File: config.mk
export PLATFORM = sky130hd
export DESIGN_NAME = cordic_ln_arbiter
export DESIGN_NICKNAME = d
export VERILOG_FILES = /design/src/rtl/cordic_pkg.sv /design/src/rtl/cordic_tag_delay.sv /design/src/rtl/cordic_ln_arbiter.sv
export SDC_FILE = /design/constraint.sdc
export NUM_CORES = 1
export LEC_CHECK = 0
export CAP_MARGIN = 10
export CORE_ASPECT_RATIO = 1.25
export CORE_MARGIN = 1.5
export CORE_UTILIZATION = 35
export CTS_CLUSTER_DIAMETER = 150
export DETAILED_ROUTE_END_ITERATION = 10
export PLACE_DENSITY = 0.77
export SLEW_MARGIN = 0
export SYNTH_ARGS = -nofsm -noshare
export SYNTH_HDL_FRONTEND = slang
export SYNTH_HIERARCHICAL = 1
export SYNTH_SLANG_ARGS = --single-unit
File: constraint.sdc
create_clock -name clk -period 6.26 [get_ports clk]
set_clock_uncertainty 0.15 [all_clocks]
set_input_delay 0.939 -clock clk [delete_from_list [all_inputs] [get_ports clk]]
set_output_delay 0.939 -clock clk [all_outputs]
set_load 0.01 [all_outputs]
File: src/rtl/cordic_pkg.sv
// Shared constants, tag payload and latency helper for the CORDIC ln arbiter.
package cordic_pkg;

  localparam logic signed [31:0] LN_MIN = 32'sd6554;
  localparam logic signed [31:0] LN_MAX = 32'sd627835;
  localparam logic signed [31:0] Q_ONE  = 32'sd65536;

  // Sized for the largest supported requester count (8).
  localparam int unsigned TAG_IDW = 3;

  typedef struct packed {
    logic               valid;
    logic [TAG_IDW-1:0] id;
    logic               range_err;
  } tag_t;

  function automatic int unsigned lat(input int unsigned pipeline);
    return pipeline + 32'd2;
  endfunction

endpackage

File: src/rtl/cordic_tag_delay.sv
// Fixed-depth tag shift register with synchronous clear; never stalls.
module cordic_tag_delay
  import cordic_pkg::*;
#(
  parameter int unsigned DEPTH = 19
) (
  input  logic clk,
  input  logic clr_i,
  input  tag_t tag_i,
  output tag_t tail_o
);

  tag_t line_q [DEPTH];
  tag_t line_d [DEPTH];

  always_comb begin
    line_d[0] = tag_i;
    for (int unsigned k = 1; k < DEPTH; k++) begin
      line_d[k] = line_q[k-1];
    end
  end

  always_ff @(posedge clk) begin
    for (int unsigned k = 0; k < DEPTH; k++) begin
      line_q[k] <= clr_i ? '0 : line_d[k];
    end
  end

  assign tail_o = line_q[DEPTH-1];

endmodule

File: src/rtl/cordic_ln_arbiter.sv
// Round-robin front end sharing one fixed-latency CORDIC ln core; results return tagged with requester ID.
// Optional operand range screening enabled by defining CORDIC_ARB_RANGE_CHECK_EN.
module cordic_ln_arbiter
  import cordic_pkg::*;
#(
  parameter int unsigned NREQ     = 4,
  parameter int unsigned PIPELINE = 16,
  parameter int unsigned IDW      = $clog2(NREQ)
) (
  input  logic                 clk,
  input  logic                 rst,
  input  logic [NREQ-1:0]      req_valid,
  input  logic [NREQ*32-1:0]   req_data,
  output logic [NREQ-1:0]      req_ready,
  output logic [31:0]          core_data,
  output logic                 core_valid,
  input  logic [31:0]          core_result,
  input  logic                 core_result_valid,
  output logic                 res_valid,
  output logic [IDW-1:0]       res_id,
  output logic [31:0]          res_data,
  output logic                 res_range_err,
  output logic [5:0]           inflight,
  output logic                 idle,
  output logic                 sync_err
);

  localparam int unsigned LAT   = lat(PIPELINE);
  localparam int unsigned DEPTH = LAT + 1;
  localparam int unsigned CNTW  = 6;
  localparam logic [CNTW-1:0] INF_MAX = CNTW'(LAT + 2);

  logic [IDW-1:0]  last_q, last_d;
  logic [IDW-1:0]  cand, grant_id;
  logic            grant_any;
  logic [31:0]     grant_data;
  logic            range_err;
  logic            core_valid_q, core_valid_d;
  logic [31:0]     core_data_q, core_data_d;
  tag_t            tag_in, tag_tail;
  logic            tag_id_unused;
  logic            res_valid_q, res_valid_d;
  logic [IDW-1:0]  res_id_q, res_id_d;
  logic [31:0]     res_data_q, res_data_d;
  logic            res_range_err_q, res_range_err_d;
  logic [CNTW-1:0] inflight_q, inflight_d;
  logic            idle_q, idle_d;
  logic            sync_err_q, sync_err_d;

  // Round-robin search starting one past the last grant.
  always_comb begin
    req_ready = '0;
    grant_any = 1'b0;
    grant_id  = '0;
    cand      = '0;
    for (int unsigned k = 1; k <= NREQ; k++) begin
      cand = IDW'((32'(last_q) + k) % NREQ);
      if (!grant_any && !rst && req_valid[cand]) begin
        grant_any = 1'b1;
        grant_id  = cand;
      end
    end
    req_ready[grant_id] = grant_any;
  end

  assign grant_data = req_data[{grant_id, 5'b0} +: 32];

`ifdef CORDIC_ARB_RANGE_CHECK_EN
  assign range_err = ($signed(grant_data) < LN_MIN) || ($signed(grant_data) > LN_MAX);
`else
  assign range_err = 1'b0;
`endif

  always_comb begin
    last_d       = grant_any ? grant_id : last_q;
    core_valid_d = grant_any & ~range_err;
    core_data_d  = core_valid_d ? grant_data : core_data_q;
    tag_in       = '0;
    if (grant_any) begin
      tag_in.valid     = 1'b1;
      tag_in.id        = TAG_IDW'(grant_id);
      tag_in.range_err = range_err;
    end
  end

  cordic_tag_delay #(
    .DEPTH (DEPTH)
  ) u_tag_delay (
    .clk    (clk),
    .clr_i  (rst),
    .tag_i  (tag_in),
    .tail_o (tag_tail)
  );

  assign tag_id_unused = ^tag_tail.id;

  // Result capture, alignment check and occupancy tracking.
  always_comb begin
    res_valid_d     = tag_tail.valid;
    res_id_d        = res_id_q;
    res_data_d      = res_data_q;
    res_range_err_d = res_range_err_q;
    if (tag_tail.valid) begin
      res_id_d        = IDW'(tag_tail.id);
      res_data_d      = tag_tail.range_err ? '0 : core_result;
      res_range_err_d = tag_tail.range_err;
    end

    sync_err_d = sync_err_q | ((tag_tail.valid & ~tag_tail.range_err) ^ core_result_valid);

    inflight_d = inflight_q;
    if (grant_any && !res_valid_q && inflight_q != INF_MAX) begin
      inflight_d = inflight_q + CNTW'(1);
    end else if (!grant_any && res_valid_q && inflight_q != '0) begin
      inflight_d = inflight_q - CNTW'(1);
    end
    idle_d = (inflight_d == '0);
  end

  always_ff @(posedge clk) begin
    if (rst) begin
      last_q          <= IDW'(NREQ - 1);
      core_valid_q    <= 1'b0;
      core_data_q     <= '0;
      res_valid_q     <= 1'b0;
      res_id_q        <= '0;
      res_data_q      <= '0;
      res_range_err_q <= 1'b0;
      inflight_q      <= '0;
      idle_q          <= 1'b1;
      sync_err_q      <= 1'b0;
    end else begin
      last_q          <= last_d;
      core_valid_q    <= core_valid_d;
      core_data_q     <= core_data_d;
      res_valid_q     <= res_valid_d;
      res_id_q        <= res_id_d;
      res_data_q      <= res_data_d;
      res_range_err_q <= res_range_err_d;
      inflight_q      <= inflight_d;
      idle_q          <= idle_d;
      sync_err_q      <= sync_err_d;
    end
  end

  assign core_valid    = core_valid_q;
  assign core_data     = core_data_q;
  assign res_valid     = res_valid_q;
  assign res_id        = res_id_q;
  assign res_data      = res_data_q;
  assign res_range_err = res_range_err_q;
  assign inflight      = inflight_q;
  assign idle          = idle_q;
  assign sync_err      = sync_err_q;

endmodule
==> impl_metrics.toml, run 1 <==
[clocking]
cts.sinks = 155
cts_buffer_depth = 2
clk_latency_ns = 0.42
cts_tree = "yes"
htree_levels = 4
cts_resized = 0
postCtsHoldBufs = 0
cts_buffers = 17
path_clk_slew_ns = 0.06
root_buffer = "clkbuf_16"
cts_setup_buffers = 0

[floorplanning]
die-area_sq_um = 18500
rows = 54
core_sq_um = 17400
die_y_microns = 152
die_x_microns = 122
ios = 248
start_util = 0.356

[finish]
num-fill-cells = 1530
drive_gt1_frac = 0.0603
syn_to_final_growth_pct = 51.4
final_cell_mix = "clkdlybuf4s50_1, dfxtp_1, nor2b_1, mux2i_1, nor2_1"
layout.nets = 1019
multi_input_area_sq_um = 2790
seqCellArea_sq_um = 3100
design_area_sq_um = 9350
post-route-util = 0.539
layout_commonest_cell = "clkdlybuf4s50_1"

[detailed_routing]
wl_mm = 16.2
drtIter0Drc = 209
drt.antenna.violating_nets = 0
num_vias = 5139
drc = 0
avgRoutedWirePerCell_microns = 14.8
firstDrtPassIters = 5
via_per_inst = 4.71

[placement]
dpl.hpwl_mm = 11.7
port_buffers = 247
gp_congestion = 0.782
placed_area_sq_um = 8720

[job]
maxCapViolCount = 0

[worst_hold_path]
min_path_type = "flop to flop"
worstHoldStart = "u_tag_delay/line_q[15][2]"

[logic_synthesis]
avgSynthCellArea_sq_um = 9.87
syn_inst = 626
synth_nets = 795
yosysWarnings = 6
synth_area_sq_um = 6180

[timing]
setup_viol = 0
relSlewSlack = 0.379
period_share = 0.740
rsz0062_at_grt = "false"
timing.final.crit_period_ns = 4.63
drv_slew = 0
worst_pin_slew_ns = 0.932
hold_violations = 0
fmax_mhz = 216
tns_ns = 0

[critical_path]
r2r-start = "last_q[0]"
crit_arrival_ns = 3.54
endpoint_kind = "primary output"
crit_start = "req_valid[1]"
path_class = "input pin to primary output"
crit_required_ns = 5.17
worst_setup_path_start_kind = "input pin"
crit_path_max_fanout = 33

[power]
power_frac_seq = 0.401
cell_internal_pwr_mw = 2.03
power_switching_mw = 0.720
swShare = 0.262
comb_power_share = 0.210
vdd_drop_max_uv = 167
clkPwrFrac = 0.389
power.leakage_nw = 3.57
power_per_cell_area_nw_per_um2 = 294

[run_status]
status = "finished, final reports clean"

[global_route]
grt_pass1_vias = 4833
grt_start_max_net_pins = 100
track_usage = 0.177
grt_overflow = 0
grt_pass1_wl_mm = 24.9
antenna_found_initial = 3
==> layer usage <==
metal | GRT usage | share of wire
met2 | 0.292 | 0.45
met5 | 0 | 0
met3 | 0.0801 | 0.11
met4 | 0.0588 | 0.012
met1 | 0.204 | 0.43
==> sequential cells by signal, summed over array words and instances, names as in the netlist, 2 cells and up <==
signal and count:
res_data 32, core_data 32, last_q 2, u_tag_delay/line_q 76
inflight 6, res_id 2
==> power by group through the flow <==
stage,sequential (mW),clock [mW],combinational [mW]
floorplan,1.14,0,0.282
global placement,1.12,0,0.578
detailed placement,1.12,0,0.581
CTS,1.10,1.09,0.584
global route,1.11,1.13,0.625
finish,1.10,1.07,0.578
==> worst max-delay path: stages <==
cell and delay (ns):
clkdlybuf4s50_1 0.64, nand2b_1 0.14, o311ai_1 0.38, nor3_1 0.13, o21ai_4 0.27, nand2_1 0.09
buf_4 0.26, nor2_1 0.13, clkdlybuf4s50_1 0.54
==> per-stage QoR <==
| step | cells | total power, mW | setup WS (ns) | hold WS, ns |
|---|---|---|---|---|
| after floorplan | 626 | 1.42 | 2.81 | 0.264 |
| after global placement | 1055 | 1.70 | 1.67 | 0.267 |
| after detailed placement | 1055 | 1.70 | 1.63 | 0.271 |
| after CTS | 1087 | 2.78 | 1.61 | 0.286 |
| after global routing | 1087 | 2.87 | 1.44 | 0.301 |
| final | 1090 | 2.75 | 1.63 | 0.284 |
==> final cells by class <==
class | instances | area share
Sequential cell | 155 | 0.332
Inverter | 5 | 0.00201
Timing Repair Buffer | 255 | 0.271
Tap cell | 224 | 0.0300
Multi-Input combinational cell | 416 | 0.298
Clock inverter | 14 | 0.0195
Clock buffer | 18 | 0.0470
Antenna cell | 3 | 0.000803
==> worst paths after layout <==
check / end / slack, ns / depth (start not counted)
max: req_ready[0] / 1.63 / 9
max reg2reg: core_data[22] / 3.02 / 8
min reg2reg: u_tag_delay/line_q[16][2] / 0.28 / 1
min: u_tag_delay/line_q[16][2] / 0.28 / 1
Note: power is estimated with default switching activity, not from simulation.
==> run 2, diff against run 1 <==
--- a/config.mk
+++ b/config.mk
@@ -11,7 +11,7 @@
 export CORE_UTILIZATION = 35
 export CTS_CLUSTER_DIAMETER = 150
 export DETAILED_ROUTE_END_ITERATION = 10
-export PLACE_DENSITY = 0.77
+export PLACE_DENSITY = 0.79
 export SLEW_MARGIN = 0
 export SYNTH_ARGS = -nofsm -noshare
 export SYNTH_HDL_FRONTEND = slang
==> constraint.sdc (replaced) <==
create_clock -name clk -period 4 [get_ports clk]
set_clock_uncertainty 0.15 [all_clocks]
set_input_delay 0.6 -clock clk [delete_from_list [all_inputs] [get_ports clk]]
set_output_delay 0.6 -clock clk [all_outputs]
set_load 0.01 [all_outputs]
==> impl_metrics.toml, run 2 (synthesis results as in run 1) <==
[placement]
port_buffers = 247
gp_congestion = 0.775
dpl.cell_count = 1058
place_ws_ns = 0.0421
dpl.hpwl_mm = 11.3
placed_area_sq_um = 8750

[clocking]
cts_buffer_depth = 2
path_clk_slew_ns = 0.06
cts.sinks = 155
htree_levels = 4
cts_resized = 0
cts_buffers = 17
cts_tree = "yes"
postCtsHoldBufs = 0
cts_setup_buffers = 0
clk_latency_ns = 0.42
root_buffer = "clkbuf_16"

[timing]
worst_pin_slew_ns = 1.16
tns_ns = 0
relSlewSlack = 0.228
timing.final.crit_period_ns = 3.79
setup_viol = 0
drv_slew = 0
whs_ns = 0.284
period_share = 0.947
timing.final.ws_setup_ns = 0.213
rsz0062_at_grt = "false"
hold_violations = 0
fmax_mhz = 264

[detailed_routing]
drc = 0
wl_mm = 16.0
avgRoutedWirePerCell_microns = 14.6
drt.antenna.violating_nets = 0
firstDrtPassIters = 4
drtIter0Drc = 166
via_per_inst = 4.72
num_vias = 5147

[global_route]
grt_pass1_vias = 4934
grt_overflow = 0
antenna_found_initial = 2
track_usage = 0.179
grt_start_max_net_pins = 123
grt_pass1_wl_mm = 25.4

[critical_path]
crit_arrival_ns = 3.04
endpoint_kind = "primary output"
crit_path_max_fanout = 5
path_class = "input pin to primary output"
crit_required_ns = 3.25
worst_setup_path_start_kind = "input pin"
r2r-start = "last_q[0]"
crit_start = "req_valid[1]"

[finish]
largest_reg_flops = 76
drive_gt1_frac = 0.0601
post-route-util = 0.537
layout_commonest_cell = "clkdlybuf4s50_1"
layout.nets = 1022
top_register = "u_tag_delay/line_q"
syn_to_final_growth_pct = 51.0
design_area_sq_um = 9330
final_cell_mix = "clkdlybuf4s50_1, dfxtp_1, nor2b_1, mux2i_1, nor2_1"
final_cell_count_no_fill = 1091

[power]
power.leakage_nw = 3.57
totalPowerFinal_mw = 4.21
vdd_drop_max_uv = 258
power_per_cell_area_nw_per_um2 = 451

[worst_hold_path]
min_path_type = "flop to flop"
worstHoldStart = "u_tag_delay/line_q[8][1]"

[run_status]
status = "finished, final reports clean"

[floorplanning]
ios = 248
rows = 54
die-area_sq_um = 18500
core_sq_um = 17400
start_util = 0.356
die_x_microns = 122
die_y_microns = 152

[job]
maxCapViolCount = 0
==> run 2: cell count changes in the layout (fill, tap and decap cells not counted) <==
cell / delta
clkbuf_1: +2
diode_2: -1
bufinv_16: -1
clkinv_2: +2
buf_4: +3
inv_6: -1
clkinvlp_4: -2
inv_8: -2
clkbuf_8: +1
==> run 2: worst paths after layout <==
| path | slack, ns | end | cells past startpoint |
|---|---|---|---|
| setup / recovery | 0.21 | req_ready[3] | 9 |
| setup reg to reg | 0.85 | core_data[15] | 7 |
| hold reg to reg | 0.28 | u_tag_delay/line_q[9][1] | 1 |
| hold / removal | 0.28 | u_tag_delay/line_q[9][1] | 1 |
==> run 2: layer usage <==
layer  vias up  wire length (microns)  global-route usage
met3        17                   1570              0.0730
met5         -                      0                   0
met1      2325                   6630               0.204
li1       2592                      -                   -
met4         0                    289              0.0794
met2       213                   7460               0.294
==> run 2: where the power goes <==
part           total [mW]  switching, mW  leakage, nW  internal (mW)
combinational       0.911          0.395         2.03          0.516
clock                1.57          0.624        0.280          0.949
sequential           1.72         0.0688         1.26           1.65
==> run 2: worst max-delay path, stage by stage <==
cell             delay (ns)
clkdlybuf4s50_1        0.56
buf_4                  0.17
nand2b_1               0.09
o311ai_1               0.37
o311ai_1               0.18
o41ai_2                0.16
nor2b_1                0.26
buf_4                  0.13
clkdlybuf4s50_1        0.52
==> run 2: layout make-up <==
class,count,area [sq um]
fillers,1576,8040
flip-flops and latches,155,3100
multi-input cells,416,2790
repair buffers,258,2550
clock buffers,21,460
well taps,224,280
clock inverters,10,116
inverters,5,18.8
diodes,2,5.00
